--- config.mk ---
export PLATFORM = sky130hd
export DESIGN_NAME = tinynpu_host_seq
export DESIGN_NICKNAME = d
export VERILOG_FILES = /design/src/rtl/tinynpu_host_seq.sv
export SDC_FILE = /design/constraint.sdc
export NUM_CORES = 1
export LEC_CHECK = 0
export BUFFER_PORTS_ARGS = -buffer_cell sky130_fd_sc_hd__clkbuf_2
export CAP_MARGIN = 10
export CORE_UTILIZATION = 40
export CTS_CLUSTER_SIZE = 24
export DETAILED_ROUTE_END_ITERATION = 12
export PLACE_DENSITY = 0.66
export SLEW_MARGIN = 30
export SYNTH_ARGS = -nofsm -noshare
export SYNTH_HDL_FRONTEND = slang
export SYNTH_SLANG_ARGS = --single-unit
--- constraint.sdc ---
create_clock -name clk -period 1.6 [get_ports clk]
set_input_delay 0.08 -clock clk [delete_from_list [all_inputs] [get_ports clk]]
set_output_delay 0.08 -clock clk [all_outputs]
set_load 0.05 [all_outputs]
--- src/rtl/tinynpu_host_seq.sv ---
// Host-side sequencer for the TinyNPU controller: streams activation and weight
// words into the load interface, fires one MAC, then drains the result lanes to the host.
module tinynpu_host_seq #(
  parameter int SIZE   = 4,
  parameter int DEPTH  = 4,
  parameter int DATA_W = 8,
  parameter int ACC_W  = 32
) (
  input  logic                      clk,
  input  logic                      rst,
  input  logic                      in_val,
  output logic                      in_rdy,
  input  logic [DATA_W-1:0]         in_data,
  output logic                      x_load_val,
  output logic                      w_load_val,
  output logic [$clog2(SIZE)-1:0]   w_load_sel,
  output logic [DATA_W-1:0]         load_data,
  output logic                      mac_val,
  input  logic                      res_val,
  input  logic [SIZE*ACC_W-1:0]     res_data,
  output logic                      out_val,
  input  logic                      out_rdy,
  output logic [ACC_W-1:0]          out_data,
  output logic [3:0]                trace_state
);

  localparam int WCNT_W = $clog2(DEPTH);
  localparam int SEL_W  = $clog2(SIZE);
  localparam logic [WCNT_W-1:0] WCNT_LAST = WCNT_W'(DEPTH - 1);
  localparam logic [SEL_W-1:0]  SEL_LAST  = SEL_W'(SIZE - 1);

  typedef enum logic [3:0] {
    LDX = 4'b0001,
    LDW = 4'b0010,
    MAC = 4'b0100,
    DRN = 4'b1000
  } state_t;

  state_t              state_q, state_d;
  logic [WCNT_W-1:0]   wcnt_q, wcnt_d;
  logic [SEL_W-1:0]    col_q, col_d;
  logic [SEL_W-1:0]    lane_q, lane_d;
  logic                have_res_q, have_res_d;
  logic [ACC_W-1:0]    res_q [SIZE];
  logic [ACC_W-1:0]    res_d [SIZE];

  // NOTE: the result register is only a few words, so it is reset along with the
  // control state; that keeps out_data at zero during and straight after reset.
  always_ff @(posedge clk or negedge rst) begin
    if (!rst) begin
      state_q    <= LDX;
      wcnt_q     <= '0;
      col_q      <= '0;
      lane_q     <= '0;
      have_res_q <= 1'b0;
      for (int i = 0; i < SIZE; i++) res_q[i] <= '0;
    end else begin
      // NOTE: non-blocking assignments here so every register samples the
      // pre-edge values computed by the combinational block.
      state_q    <= state_d;
      wcnt_q     <= wcnt_d;
      col_q      <= col_d;
      lane_q     <= lane_d;
      have_res_q <= have_res_d;
      for (int i = 0; i < SIZE; i++) res_q[i] <= res_d[i];
    end
  end

  always_comb begin
    // NOTE: every output and next-state term gets a default first so no path
    // through the case statement can leave a latch behind.
    state_d    = state_q;
    wcnt_d     = wcnt_q;
    col_d      = col_q;
    lane_d     = lane_q;
    have_res_d = have_res_q;
    for (int i = 0; i < SIZE; i++) res_d[i] = res_q[i];
    in_rdy     = 1'b0;
    x_load_val = 1'b0;
    w_load_val = 1'b0;
    mac_val    = 1'b0;
    out_val    = 1'b0;
    out_data   = '0;

    unique case (state_q)
      LDX: begin
        // Gated by rst so nothing is accepted while reset is held.
        in_rdy = rst;
        if (in_val && rst) begin
          x_load_val = 1'b1;
          if (wcnt_q == WCNT_LAST) begin
            wcnt_d  = '0;
            state_d = LDW;
          end else begin
            wcnt_d = wcnt_q + WCNT_W'(1);
          end
        end
      end
      LDW: begin
        in_rdy = rst;
        if (in_val && rst) begin
          w_load_val = 1'b1;
          if (wcnt_q == WCNT_LAST) begin
            wcnt_d = '0;
            if (col_q == SEL_LAST) begin
              col_d   = '0;
              state_d = MAC;
            end else begin
              col_d = col_q + SEL_W'(1);
            end
          end else begin
            wcnt_d = wcnt_q + WCNT_W'(1);
          end
        end
      end
      MAC: begin
        mac_val = 1'b1;
        state_d = DRN;
      end
      DRN: begin
        if (!have_res_q) begin
          if (res_val) begin
            for (int i = 0; i < SIZE; i++) res_d[i] = res_data[i*ACC_W +: ACC_W];
            have_res_d = 1'b1;
            lane_d     = '0;
          end
        end else begin
          // Stray res_val is ignored here; the captured vector stays put until drained.
          out_val  = 1'b1;
          out_data = res_q[lane_q];
          if (out_rdy) begin
            if (lane_q == SEL_LAST) begin
              lane_d     = '0;
              have_res_d = 1'b0;
              state_d    = LDX;
            end else begin
              lane_d = lane_q + SEL_W'(1);
            end
          end
        end
      end
      default: state_d = LDX;
    endcase
  end

  assign w_load_sel  = col_q;
  assign load_data   = in_data;
  assign trace_state = state_q;

endmodule

; ---- Yosys cells after proc, flatten, opt, wreduce, memory -nomap -nowiden
; Cells that the tools add are included.
[totals]
ff_bits = 139
latch_bits = 0
ram_bits = 0
romBits = 0
output_inout_bits = 51
mem_count = 0
[classes]
n_addsub = 3
n_mul = 0
div_mod_pow = 0
n_lt_le_gt_ge = 1
n_eq_ne = 16
shift = 0
muxes = 31
n_bitwise = 2
reduce_logical = 8
[ops]
columns = op, count
row1 = two-way mux 32 bit, 4
row2 = binary-select mux 32 bit (select 2 bit), 1
row3 = two-way mux 4 bit, 8
row4 = inequality test 2 bit (second input constant), 9
row5 = case mux 4 bit (4 select lines), 1
row6 = two-way mux 2 bit, 6
row7 = two-way mux 1 bit, 11
row8 = AND reduction 3 bit, 3
row9 = AND reduction 8 bit, 1
row10 = adder 2 x 1 -> 2 bit (second input constant), 3
row11 = == test 2 bit (second input constant), 3
row12 = == test 4 x 1 -> 1 bit (second input constant), 1
row13 = == test 4 x 2 -> 1 bit (second input constant), 1
row14 = == test 4 x 3 -> 1 bit (second input constant), 1
row15 = == test 4 bit (second input constant), 1
row16 = greater-or-equal comparator 3 bit (second input constant), 1
row17 = NOT 2 -> 3 bit, 1
row18 = AND reduction 2 bit, 1
row19 = nonzero test 2 bit, 1
row20 = OR reduction 2 bit, 1
row21 = logical AND 1 bit, 1
row22 = NOT 1 bit, 1

; ---- Depth between registers and ports, before layout
[depth]
word_depth = 6
depth_mapped = 5
mapped_depth_nobuf = 4

; ---- Worst setup path after synthesis
; OpenSTA, ideal clock, no wires.
[synth_timing]
path_kind = register -> register
from = register state_q[2], in the netlist trace_state[2]
to = register state_q[3], in the netlist trace_state[3]
arrival_ns = 2.802
setup_slack_ns = -1.275
stages_incl_launch_ff = 3
n_path_buf = 0
path_cell_list = dfrtp_1 nor4b_1 or2_2
[synth_between]
elab_chain_len = 3
word_cells_on_any_way = 14
[synth_rtl]
columns = item, line_no
row1 = from (decl), 39  ; state_t state_q, state_d;
row2 = from (signal assigned), 60  ; state_q <= state_d;
row3 = == test 4 bit (tied with other cells), 85  ; unique case (state_q)
row4 = inequality test 2 bit (no source line), -
row5 = AND reduction 8 bit (no source line), -
; Several ways; a longest one is shown, not always the timed one.
; A chain may end at the register's enable or synchronous reset.

; ---- Worst setup path after layout
[layout_timing]
from = register state_q[2], in the netlist trace_state[2]
to = register res_q[70] (netlist bit)
[layout_between]
elab_chain_len = 2
[layout_rtl]
columns = item, line_no
row1 = == test 4 bit, 85
row2 = AND reduction 3 bit (no source line), -
row3 = to (decl), 44  ; logic [ACC_W-1:0] res_q [SIZE];
; Every way passes these cells.

==> impl_metrics.yaml <==
outcome:
  outcome: "finished with violations"
  violations: "negative setup slack"
timing:
  slew_headroom_pct: 48.34
  worst_slew_pin_slew_ns: 0.7749
  fin_crit_sh_pct: 130.8
  drv_slew: 0
  finalClockSkew_ns: 0.01433
  finalSetupViolations: 176
  final_hold_viol_count: 0
  fmax_mhz: 478.0
  rsz0062_at_grt: "true"
  fin_ws_ns: -0.4920
  fin_crit_ns: 2.092
yosys:
  synth_seq_cells: 139
  synthArstFlopShare_pct: 100.0
  synth.net_count: 558
  synth_area_leaders: "dfrtp_1, mux2_2, mux4_2"
  yosys.cell_count.top_type: "dfrtp_1"
  synth_edf_count: 0
  synth_top_area_share_pct: 53.64
  yosysSeqAreaShare_pct: 54.05
  avgSynthCellArea_um2: 15.55
  yosys.cell_types.count: 29
  synth_common_cells: "dfrtp_1, mux2_2, and3_1"
  synthCells: 414
  synthFlopType: "dfrtp_1"
  syn_area_um2: 6437
  yosysWarnings: 0
  synth_top_area_cell: "dfrtp_1"
global_routing:
  use_met2_pct: 45.82
  grt.overflow.total: 0
  grt.met3_usage_pct: 6.653
  grt_max_degree: 61
  grt_use_met1_pct: 31.26
  antenna_found_initial: 1
  grt_usage_pct: 26.74
  busiest_layer: "met2"
  grt_first_pass_wirelength_mm: 32.29
  first_global_vias: 5856
worst_setup_path:
  critPathMaxStageDelay_ns: 0.43
  cp_max_fo: 8
  cp.arrival_ns: 2.39
  worst_setup_path_start_kind: "register"
  cpMaxStageDelayCell: "dfrtp_2"
  crit_start: "trace_state[2]"
  r2r-start: "trace_state[2]"
  cp-end-kind: "register"
  cpMostUsedCell: "buf_6"
  crit_buf_inv: 6
  cp_cell_sequence: "nor4b_4 > buf_6 > buf_6 > nand3b_4 > buf_6 > buf_12 > buf_12 > buf_16 > mux2_2"
  cp_top_family: "buffers and inverters"
  worstSetupPathType: "reg -> reg"
  crit_required_ns: 1.90
layout:
  layout-drive-gt1-share_pct: 63.80
  fill_cells: 988
  final_nets: 921
  area_growth_pct: 78.97
  fin_util_pct: 73.06
  fin_cells: 1007
cts:
  htreeDepth: 4
  clockBufferDepth: 2
  cts_root_buf: "clkbuf_16"
  tritoncts: "done"
  numCtsBuffers: 17
  clk_latency_ns: 0.42
  clk_pin_slew_ns: 0.07
  cts_sinks: 139
drt:
  dr.pass1.iters: 4
  ant_nets: 0
  num_vias: 5130
  via_per_inst: 5.094
  wl_mm: 21.27
  post_drt_wl_per_cell_um: 21.12
  drc: 0
  drt_iter0_markers: 173
worst_hold_path:
  hold_path_class: "in -> async"
place:
  dp_hpwl_mm: 10.33
  gp_congestion: 0.7388
  portBuffers: 175
  dp_slack_ns: -0.1381
  dp.cells: 789
die:
  start_util_pct: 40.82
  rows: 46
  die-height_um: 128.9
  die_area_um2: 16600
  top_level_ports: 192
  coreArea_um2: 15770
  die_x_um: 128.9
pwr:
  power.density_nw_per_um2: 987.0
  p_leak_nw: 5.374
  power_mw: 11.37
  vdd_ir_drop_max_uv: 744.1
run:
  cap_violations: 0
## metal layers
layer	up-vias	wire (um)
li1	2271	-
met1	2649	8180
met2	166	11570
met3	44	925
met4	0	589
met5	-	0
## metrics by stage
stage	TNS (ns)	cell area (um2)	hold slack [ns]
after floorplan	-29.75	6613	-0.2156
after global placement	-7.340	7868	-0.1243
after detailed placement	-10.61	7868	-0.1249
after CTS	-63.81	11510	0.008044
after global routing	-75.33	11520	0.03109
final	-69.04	11520	0.01896
## report_power, final
group | total [mW] | internal (mW) | leakage (nW) | switching [mW]
Combinational | 2.31 | 1.50 | 3.39 | 0.816
Clock | 4.16 | 2.53 | 0.303 | 1.63
Sequential | 4.90 | 4.40 | 1.68 | 0.501
## path summary, 6_finish.rpt
| check | depth (start not counted) | end | slack, ns |
|---|---|---|---|
| hold / removal | 2 | wcnt_q[1] | 0.02 |
| setup / recovery | 9 | res_q[70] | -0.49 |
| hold reg to reg | 1 | res_q[112] | 0.50 |
| max in group asynchronous | 3 | res_q[33] | 0.62 |
| min in group clk | 4 | lane_q[1] | 0.13 |
| setup reg to reg | 9 | res_q[70] | -0.49 |
## repair_timing
item                       in CTS  in global routing
setup endpoints to repair     168                173
pin swaps                      13                 22
resized for setup             156                 58
hold buffers                  131                  0
gates cloned                   24                  1
setup buffers                  34                 11
hold endpoints to repair      269                  0
## sequential cells by signal, indices dropped and copies added (netlist names)
| name | cells |
|---|---|
| w_load_sel | 2 |
| lane_q | 2 |
| have_res_q | 1 |
| wcnt_q | 2 |
| trace_state | 4 |
| res_q | 128 |
## cells in the final DEF (no fill, tap or decap), types with 2 or more instances in the layout
cell	netlist	final
clkbuf_2	0	135
dfrtp_1	138	133
dlygate4sd3_1	0	131
mux2_2	132	114
clkbuf_16	0	35
and3_4	0	33
mux4_2	32	32
buf_12	0	32
mux2_4	0	18
buf_6	12	18
buf_8	0	16
buf_16	0	15
buf_4	9	13
clkinv_4	0	7
dfrtp_2	0	5
nor2_1	7	4
nor2_4	0	3
nand4_1	3	3
nand2_1	5	3
ha_1	3	3
bufinv_16	0	3
nor4b_4	1	2
clkinvlp_4	0	2
or4b_4	0	2
o211ai_1	2	2
clkbuf_8	0	2
inv_6	0	2
## layout make-up
type / count / area (um2) / share of cell area [%]
antenna: 1 / 2.502 / 0.02172
clock buffer: 18 / 439.2 / 3.812
clock inverter: 14 / 187.7 / 1.629
inverter: 2 / 11.26 / 0.09774
multi-input combinational: 236 / 3038 / 26.37
sequential: 139 / 3490 / 30.29
tap: 216 / 270.3 / 2.346
timing repair buffer: 381 / 4083 / 35.44
## kinds of logic after synthesis
| logic type | synth area share, % |
|---|---|
| compound gates | 0.6802 |
| simple gates | 5.987 |
| xor+xnor | 0.1361 |
| flops | 54.05 |
| mux | 34.29 |
| buf+inv | 4.276 |
| fa+ha+maj | 0.5832 |
(Power assumes the default switching activity.)
